[src/rtl/aes_pkg.sv]
// Shared definitions for the AES round controller: FSM state encoding,
// legal round counts per key size, and the round index width.
// No logic; imported by the controller and anything that decodes its state.
package aes_pkg;

    // Controller states: wait for block, initial AddRoundKey, middle rounds,
    // last round without MixColumns, ciphertext hand-off.
    typedef enum logic [2:0] {
        S_IDLE  = 3'd0,
        S_INIT  = 3'd1,
        S_ROUND = 3'd2,
        S_FINAL = 3'd3,
        S_OUT   = 3'd4
    } aes_state_t;

    // Round counts for AES-128 / AES-192 / AES-256.
    localparam int NR_AES128 = 10;
    localparam int NR_AES192 = 12;
    localparam int NR_AES256 = 14;

    // Wide enough to hold round indices 0..14.
    localparam int ROUND_IDX_W = 4;

endpackage

[src/rtl/aes_round_ctrl.sv]
// Purpose: sequences an external iterative AES datapath through NR+1 round-key loads.
// Latency: accept in cycle 0, out_valid from cycle NR+2 when key_valid stays high.
// Backpressure: key_valid low stalls the round in place; out_ready low holds out_valid.
module aes_round_ctrl
    import aes_pkg::*;
#(
    parameter int NR = NR_AES128
) (
    input  logic                   clk,
    input  logic                   rst,
    input  logic                   in_valid,
    output logic                   in_ready,
    input  logic                   key_valid,
    output logic                   key_req,
    output logic [ROUND_IDX_W-1:0] round_idx,
    output logic                   st_en,
    output logic                   ld_input,
    output logic                   mix_bypass,
    output logic                   out_valid,
    input  logic                   out_ready,
    output logic                   busy
);

    // Index of the last middle round; reaching it with a key moves us to FINAL.
    localparam logic [ROUND_IDX_W-1:0] LP_LAST_MID = ROUND_IDX_W'(NR - 1);

    aes_state_t                 r_state;
    logic [ROUND_IDX_W-1:0]     r_round_idx;
    aes_state_t                 w_state_nxt;
    logic [ROUND_IDX_W-1:0]     w_idx_nxt;

    // State and round counter registers; reset wins over every input.
    always_ff @(posedge clk) begin
        if (rst) begin
            r_state     <= S_IDLE;
            r_round_idx <= '0;
        end else begin
            r_state     <= w_state_nxt;
            r_round_idx <= w_idx_nxt;
        end
    end

    // Next-state, counter update and datapath controls, all from state and key_valid.
    always_comb begin
        w_state_nxt = r_state;
        w_idx_nxt   = r_round_idx;
        in_ready    = 1'b0;
        key_req     = 1'b0;
        st_en       = 1'b0;
        ld_input    = 1'b0;
        mix_bypass  = 1'b0;
        out_valid   = 1'b0;

        case (r_state)
            S_IDLE: begin
                in_ready = 1'b1;
                if (in_valid) begin
                    w_state_nxt = S_INIT;
                    w_idx_nxt   = '0;
                end
            end
            S_INIT: begin
                key_req = 1'b1;
                if (key_valid) begin
                    st_en       = 1'b1;
                    ld_input    = 1'b1;
                    w_idx_nxt   = ROUND_IDX_W'(1);
                    w_state_nxt = S_ROUND;
                end
            end
            S_ROUND: begin
                key_req = 1'b1;
                if (key_valid) begin
                    st_en     = 1'b1;
                    w_idx_nxt = r_round_idx + ROUND_IDX_W'(1);
                    if (r_round_idx == LP_LAST_MID) begin
                        w_state_nxt = S_FINAL;
                    end
                end
            end
            S_FINAL: begin
                // Counter already sits at NR here and is not advanced further.
                key_req    = 1'b1;
                mix_bypass = 1'b1;
                if (key_valid) begin
                    st_en       = 1'b1;
                    w_state_nxt = S_OUT;
                end
            end
            S_OUT: begin
                out_valid = 1'b1;
                if (out_ready) begin
                    w_state_nxt = S_IDLE;
                    w_idx_nxt   = '0;
                end
            end
            default: begin
                w_state_nxt = S_IDLE;
                w_idx_nxt   = '0;
            end
        endcase
    end

    assign round_idx = r_round_idx;
    assign busy      = (r_state != S_IDLE);

endmodule

[config.mk]
export PLATFORM = sky130hd
export DESIGN_NAME = aes_round_ctrl
export DESIGN_NICKNAME = d
export VERILOG_FILES = /design/src/rtl/aes_pkg.sv /design/src/rtl/aes_round_ctrl.sv
export SDC_FILE = /design/constraint.sdc
export NUM_CORES = 1
export LEC_CHECK = 0
export ABC_AREA = 1
export CAP_MARGIN = 15
export CORE_MARGIN = 4
export CORE_UTILIZATION = 30
export DETAILED_ROUTE_END_ITERATION = 7
export PLACE_DENSITY = 0.61
export SLEW_MARGIN = 20
export SYNTH_ARGS = -nofsm -noshare
export SYNTH_HDL_FRONTEND = slang
export SYNTH_SLANG_ARGS = --single-unit
[constraint.sdc]
create_clock -name clk -period 1.3 [get_ports clk]
set_input_delay 0.13 -clock clk [delete_from_list [all_inputs] [get_ports clk]]
set_output_delay 0.13 -clock clk [all_outputs]
set_load 0.1 [all_outputs]
==> results.txt, run 1 <==
----------------------------------------------------
[Floorplanning]
  IO Count ... 16
  Die Area ... between 2000 and 3000 µm²
  Horizontal die dimension ... around 50 µm
  Cell row count ... 14
  Initial core utilization ... about 33%
  Area of the core ... around 1600 µm²
  Vertical die dimension ... 50.10 µm

[Critical path]
  Worst setup EP type ... output pin
  Critical path cell sequence ... inv_4, nand3_4, buf_6, nor2_4, buf_12
  Required arrival time at the worst endpoint ... 1.17 ns
  Kind of cell adding the most delay to the critical path ... buffers and inverters
  Highest-delay cell along the critical path ... dfxtp_4
  Startpoint-to-endpoint class of the critical path ... register to output pin
  Buf/Inv on CP ... 3
  CP Max Fanout ... 4
  Element type at the critical path start ... register
  Critical path data arrival time ... roughly 1.2 ns
  Max incr delay on CP ... around 0.38 ns

[Final layout]
  Layout-stage area growth over the synthesis result ... 125.6%
  Fill cell instance count of the final layout ... 100
  Share of post-route cells with drive strength above 1 ... 65.29%
  Final #Nets ... ~130
  Non-Filler Instances ... between 100 and 150
  ANT cells ... 0

[Global route]
  Gr usage total ... 13.18%
  Via count of the first global-routing pass ... 623
  Initial antenna violation count ... 0
  Maximum number of pins on one net before global-route repair ... 8
  Aggregate global routing overflow ... 0
  First-pass GRT wire length ... roughly 2600 µm

[Synth]
  Mean cell area of the mapped netlist ... ~6.3 µm²
  Count of yosys warnings during synthesis ... 0
  Gate Count Post-Synth ... 85
  Seq cells post-synth ... 7
  Nets in the synthesized netlist ... a little over 90
  Share of the yosys chip area belonging to registers ... 26.35%
  Number of unique standard cell types used by synthesis ... 20
  Mapped Area ... between 500 and 600 µm²

[STA]
  RSZ-0062 raised after global routing ... true
  Worst slew margin ... a little under 90%
  Final worst path period need ... roughly 1.3 ns
  Number of max-slew violations in the final report ... 0
  Achievable clock frequency ... roughly 750 MHz
  Number of setup violations in the final report ... 3
  Final WS setup ... -0.02753 ns
  Final TNS setup ... -0.05156 ns
  Number of hold-slack violations in the final timing report ... 0
  Period utilization ... 102.1%
  Largest clock skew in the final design ... around 0.0027 ns
  Slew at the pin with the worst max-slew slack ... 0.1882 ns

[Run]
  Max-capacitance violation count ... 0

[Drt]
  Average routed wire per standard cell ... between 10 and 15 µm
  Number of vias per cell after detailed routing ... 4.510
  Violation count after the first detailed-routing iteration ... 7
  Post-detailed-route count of antenna-violating nets ... 0
  Uppermost routed layer ... met4
  WL met3 ... around 100 µm
  Routed length on met2 ... between 700 and 800 µm
  Number of optimization iterations in the first detailed-route pass ... 3
  DRT Wirelength ... around 1500 µm
  Vias after detailed routing ... ~650
  Number of remaining DRC errors ... 0
  Length of routed wiring on met1 ... 653 µm

[Clock network]
  Clock slew at the register clock pins of the worst setup and hold paths ... 0.05 ns
  Insertion delay to the later sink of the worst-skew pair ... 0.25 ns
  H-tree lvl count ... 1
  Maximum number of buffers from clock root to sink ... 2
  Number of hold buffers added after CTS ... 0
  Clock sinks ... 7
  CTS tree ... done
  Clock root buffer ... clkbuf_4
  TritonCTS Buffers ... 3

[Outcome]
  Failing checks ... setup timing
  Outcome ... complete, but fails checks

[Placed design]
  GP Congestion ... roughly 0.76
  Half-perimeter wire length of the detailed placement result ... ~1100 µm
  Place WS ... -0.09358 ns
  Number of port buffers ... 15
  Placed cells ... about 130

[Min path]
  Kind of path behind the tightest hold check ... input port to register

----------------------------------------------------
## repair_timing
item / 4_1_cts / 5_1_grt
setup endpoints to repair: 6 / 12
buffers inserted: 8 / 3
pin swaps: 4 / 11
gates resized for setup: 7 / 24
## sequential cells by signal, indices dropped and copies added (netlist names)
| signal | count |
|---|---|
| round_idx | 4 |
| r_state | 3 |
## Yosys cell counts (all sizes together)
cell type	n	share of area, %
nand4	1	1.2
nand2	23	18
a21oi	3	3.5
dfxtp	7	26
ha	2	4.7
nor2	22	18
inv	14	9.9
nand3	7	9.9
nand3b	2	3.5
nor3	2	1.9
xor2	1	1.6
o21ai	1	0.94
## final cells by class
type                            instances  area, µm²  share of cell area [%]
Inverter                               14      70.07                   5.839
Tap cell                               24      30.03                   2.503
Clock buffer                            4      26.28                   2.190
Sequential cell                         7      166.4                   13.87
Timing Repair Buffer                   32      402.9                   33.58
Multi-Input combinational cell         64      504.2                   42.02
## final timing paths
check                             startpoint            to  slack, ns  cells after the start
worst max-delay path              r_state[2]      ld_input      -0.03                      5
worst min-delay path                     rst  round_idx[2]       0.48                      2
worst max register to register    r_state[0]  round_idx[1]       0.05                      9
worst min register to register  round_idx[2]  round_idx[2]       0.53                      2
## cells in the final DEF (no fill, tap or decap), types with 3 or more instances in the layout
cell type	instances
dfxtp_4	7
nor2_1	10
nor2_4	9
buf_6	4
buf_4	13
nand3_1	3
clkbuf_4	3
inv_4	4
nor2_2	3
clkdlybuf4s50_1	4
buf_12	11
nand2_1	11
nand2_2	9
inv_1	6
## per-layer routing
metal,global-route usage [%],up-vias
li1,-,334
met4,6.912,0
met2,22.83,17
met3,4.217,5
met5,0,-
met1,14.13,298
## logic make-up (layout without fill, tap and decap cells)
| kind of cell | count (synthesis) | count (layout) | synth area share [%] |
|---|---|---|---|
| flops | 7 | 7 | 26.35 |
| simple gates | 57 | 57 | 52.94 |
| compound gates | 4 | 4 | 4.470 |
| fa+ha+maj | 2 | 2 | 4.705 |
| xor+xnor | 1 | 1 | 1.647 |
| buf+inv | 14 | 50 | 9.882 |
## metrics by stage
step	util (%)	instance area [µm²]	hold slack, ns
after floorplan	-	646.9	0.1833
after global placement	62.09	989.7	0.5124
after detailed placement	62.09	989.7	0.5213
after CTS	68.29	1089	0.4844
after global routing	75.27	1200	0.5256
final	75.27	1200	0.4808
Power of run 1 is left out: the tool's default activity adds up to more than one toggle a clock period on the data nets, which glitch-free logic cannot reach.
==> run 2, diff against run 1 <==
--- a/config.mk
+++ b/config.mk
@@ -9,6 +9,7 @@
 export CAP_MARGIN = 15
 export CORE_MARGIN = 4
 export CORE_UTILIZATION = 30
+export CTS_CLUSTER_SIZE = 30
 export DETAILED_ROUTE_END_ITERATION = 7
 export PLACE_DENSITY = 0.61
 export SLEW_MARGIN = 20
==> results of run 2 <==
Same layout as run 1: the final DEF is identical, and so are final timing and power.
Power of run 2 is left out for the same reason.
==> run 3, diff against run 2 <==
--- a/config.mk
+++ b/config.mk
@@ -7,11 +7,11 @@
 export LEC_CHECK = 0
 export ABC_AREA = 1
 export CAP_MARGIN = 15
-export CORE_MARGIN = 4
-export CORE_UTILIZATION = 30
+export CORE_AREA = 4 4 41 43
 export CTS_CLUSTER_SIZE = 30
 export DETAILED_ROUTE_END_ITERATION = 7
-export PLACE_DENSITY = 0.61
+export DIE_AREA = 0 0 45 47
+export PLACE_DENSITY = 0.76
 export SLEW_MARGIN = 20
 export SYNTH_ARGS = -nofsm -noshare
 export SYNTH_HDL_FRONTEND = slang
==> run 3 against run 2 <==
Against the previous run: the flow still finishes with violations (setup timing); global-route usage increased by 5.2 points; non-clock buffer count increased by 2; register-to-register slack got worse by 0.11 ns; critical path depth decreased by 2; die area decreased by 16%; fmax decreased by 2.8%; worst hold slack improved by 0.0051 ns; core utilization increased by 15 points; design area decreased by 1.9%; clock skew increased by 0.0088 ns; via count increased by 17%; routed wire length increased by 58%; highest routed layer unchanged.
==> results.txt, run 3 (same netlist as run 1, synthesis figures left out) <==
----------------------------------------------------
[Global route]
  Initial antenna violation count ... 0
  Gr usage total ... a little under a fifth
  First-pass GRT wire length ... roughly 2800 µm
  Via count of the first global-routing pass ... about 640
  Maximum number of pins on one net before global-route repair ... 8
  Aggregate global routing overflow ... 0

[Clock network]
  Clock slew at the register clock pins of the worst setup and hold paths ... 0.06 ns
  Insertion delay to the later sink of the worst-skew pair ... 0.26 ns
  CTS tree ... done
  H-tree lvl count ... 1
  Maximum number of buffers from clock root to sink ... 2
  TritonCTS Buffers ... 3
  Number of hold buffers added after CTS ... 0
  Clock sinks ... 7
  Clock root buffer ... clkbuf_4

[STA]
  Achievable clock frequency ... 732.5 MHz
  Period utilization ... 105.0%
  Worst-case hold slack ... ~0.5 ns
  Final worst path period need ... approximately 1.4 ns
  Worst slew margin ... a little over four fifths
  Number of max-slew violations in the final report ... 0
  Largest clock skew in the final design ... ~0.012 ns
  RSZ-0062 raised after global routing ... true
  Slew at the pin with the worst max-slew slack ... ~0.23 ns
  Number of setup violations in the final report ... 9
  Final TNS setup ... -0.3069 ns
  Number of hold-slack violations in the final timing report ... 0
  Final WS setup ... -0.06513 ns

[Floorplanning]
  Cell row count ... 13
  Initial core utilization ... 40.87%
  Horizontal die dimension ... 45 µm
  Area of the core ... between 1000 and 1500 µm²
  Vertical die dimension ... approximately 47 µm
  IO Count ... 16
  Die Area ... 2115 µm²

[Drt]
  Number of remaining DRC errors ... 0
  Number of optimization iterations in the first detailed-route pass ... 4
  Post-detailed-route count of antenna-violating nets ... 0
  Violation count after the first detailed-routing iteration ... 11
  Vias after detailed routing ... approximately 760
  Average routed wire per standard cell ... between 15 and 20 µm
  Number of vias per cell after detailed routing ... between 5 and 6
  DRT Wirelength ... roughly 2400 µm

[Final layout]
  Post-Route Utilization ... 90.48%
  Fill cell instance count of the final layout ... 55
  ANT cells ... 0
  Share of post-route cells with drive strength above 1 ... a little over three fifths
  Final #Nets ... about 130
  Layout-stage area growth over the synthesis result ... 121.4%
  Commonest cells after routing, fill and taps aside ... nand2_1 (14), buf_4 (14), nor2_1 (13)
  Max reg flops ... 4

[Outcome]
  Failing checks ... setup timing
  Outcome ... complete, but fails checks

[Min path]
  Kind of path behind the tightest hold check ... input port to register

[Run]
  Max-capacitance violation count ... 0

[Critical path]
  CP Max Fanout ... 5
  Worst setup EP type ... output pin
  Startpoint-to-endpoint class of the critical path ... register to output pin
  Element type at the critical path start ... register
  Critical path data arrival time ... between 1 and 1.5 ns
  Required arrival time at the worst endpoint ... ~1.2 ns

[Placed design]
  GP Congestion ... roughly 0.83
  Half-perimeter wire length of the detailed placement result ... approximately 1100 µm
  Number of port buffers ... 15

----------------------------------------------------
[run 3: cell types whose count changed in the layout (fill, tap and decap cells not counted), sizes merged]
cell  change
buf       +2
[run 3: final cells by class]
cell class / instances / area (µm²) / area share (%)
multi-input combinational: 64 / 479.2 / 40.70
timing repair buffer: 34 / 421.7 / 35.81
sequential: 7 / 166.4 / 14.13
inverter: 14 / 65.06 / 5.526
clock buffer: 4 / 26.28 / 2.232
tap: 15 / 18.77 / 1.594
[run 3: layer usage]
metal	up-vias	part of all wire, %	track usage [%]
met1	363	38	20.59
met2	44	50	31.92
li1	341	-	-
met5	-	0	0
met3	15	6.7	3.448
met4	0	5.2	11.70
[run 3: final timing paths]
path	start	to	slack [ns]	cells after the start
hold / removal	rst	round_idx[2]	0.49	2
setup / recovery	r_state[2]	st_en	-0.07	3
setup reg to reg	r_state[0]	round_idx[0]	-0.06	9
hold reg to reg	round_idx[2]	round_idx[2]	0.53	2
[run 3: repair_timing]
action,in CTS,in global routing
endpoints found under the setup margin,6,13
gates resized for setup,6,17
setup buffers,9,5
pin swaps,4,12
[run 3: stage by stage]
stage          instance area [µm²]  setup WS [ns]  instances
2_1_floorplan                646.9       -0.08347         85
3_3_place_gp                 978.4       -0.05280        122
3_5_place_dp                 978.4       -0.09452        122
4_1_cts                       1085       -0.03458        134
5_1_grt                       1177        -0.1275        138
6_report                      1177       -0.06513        138
[run 3: worst max-delay path, stage by stage (launching register included)]
cell	delay, ns
dfxtp_4	0.38
buf_6	0.13
nor3_4	0.24
buf_12	0.21
Power of run 3 is left out for the same reason.
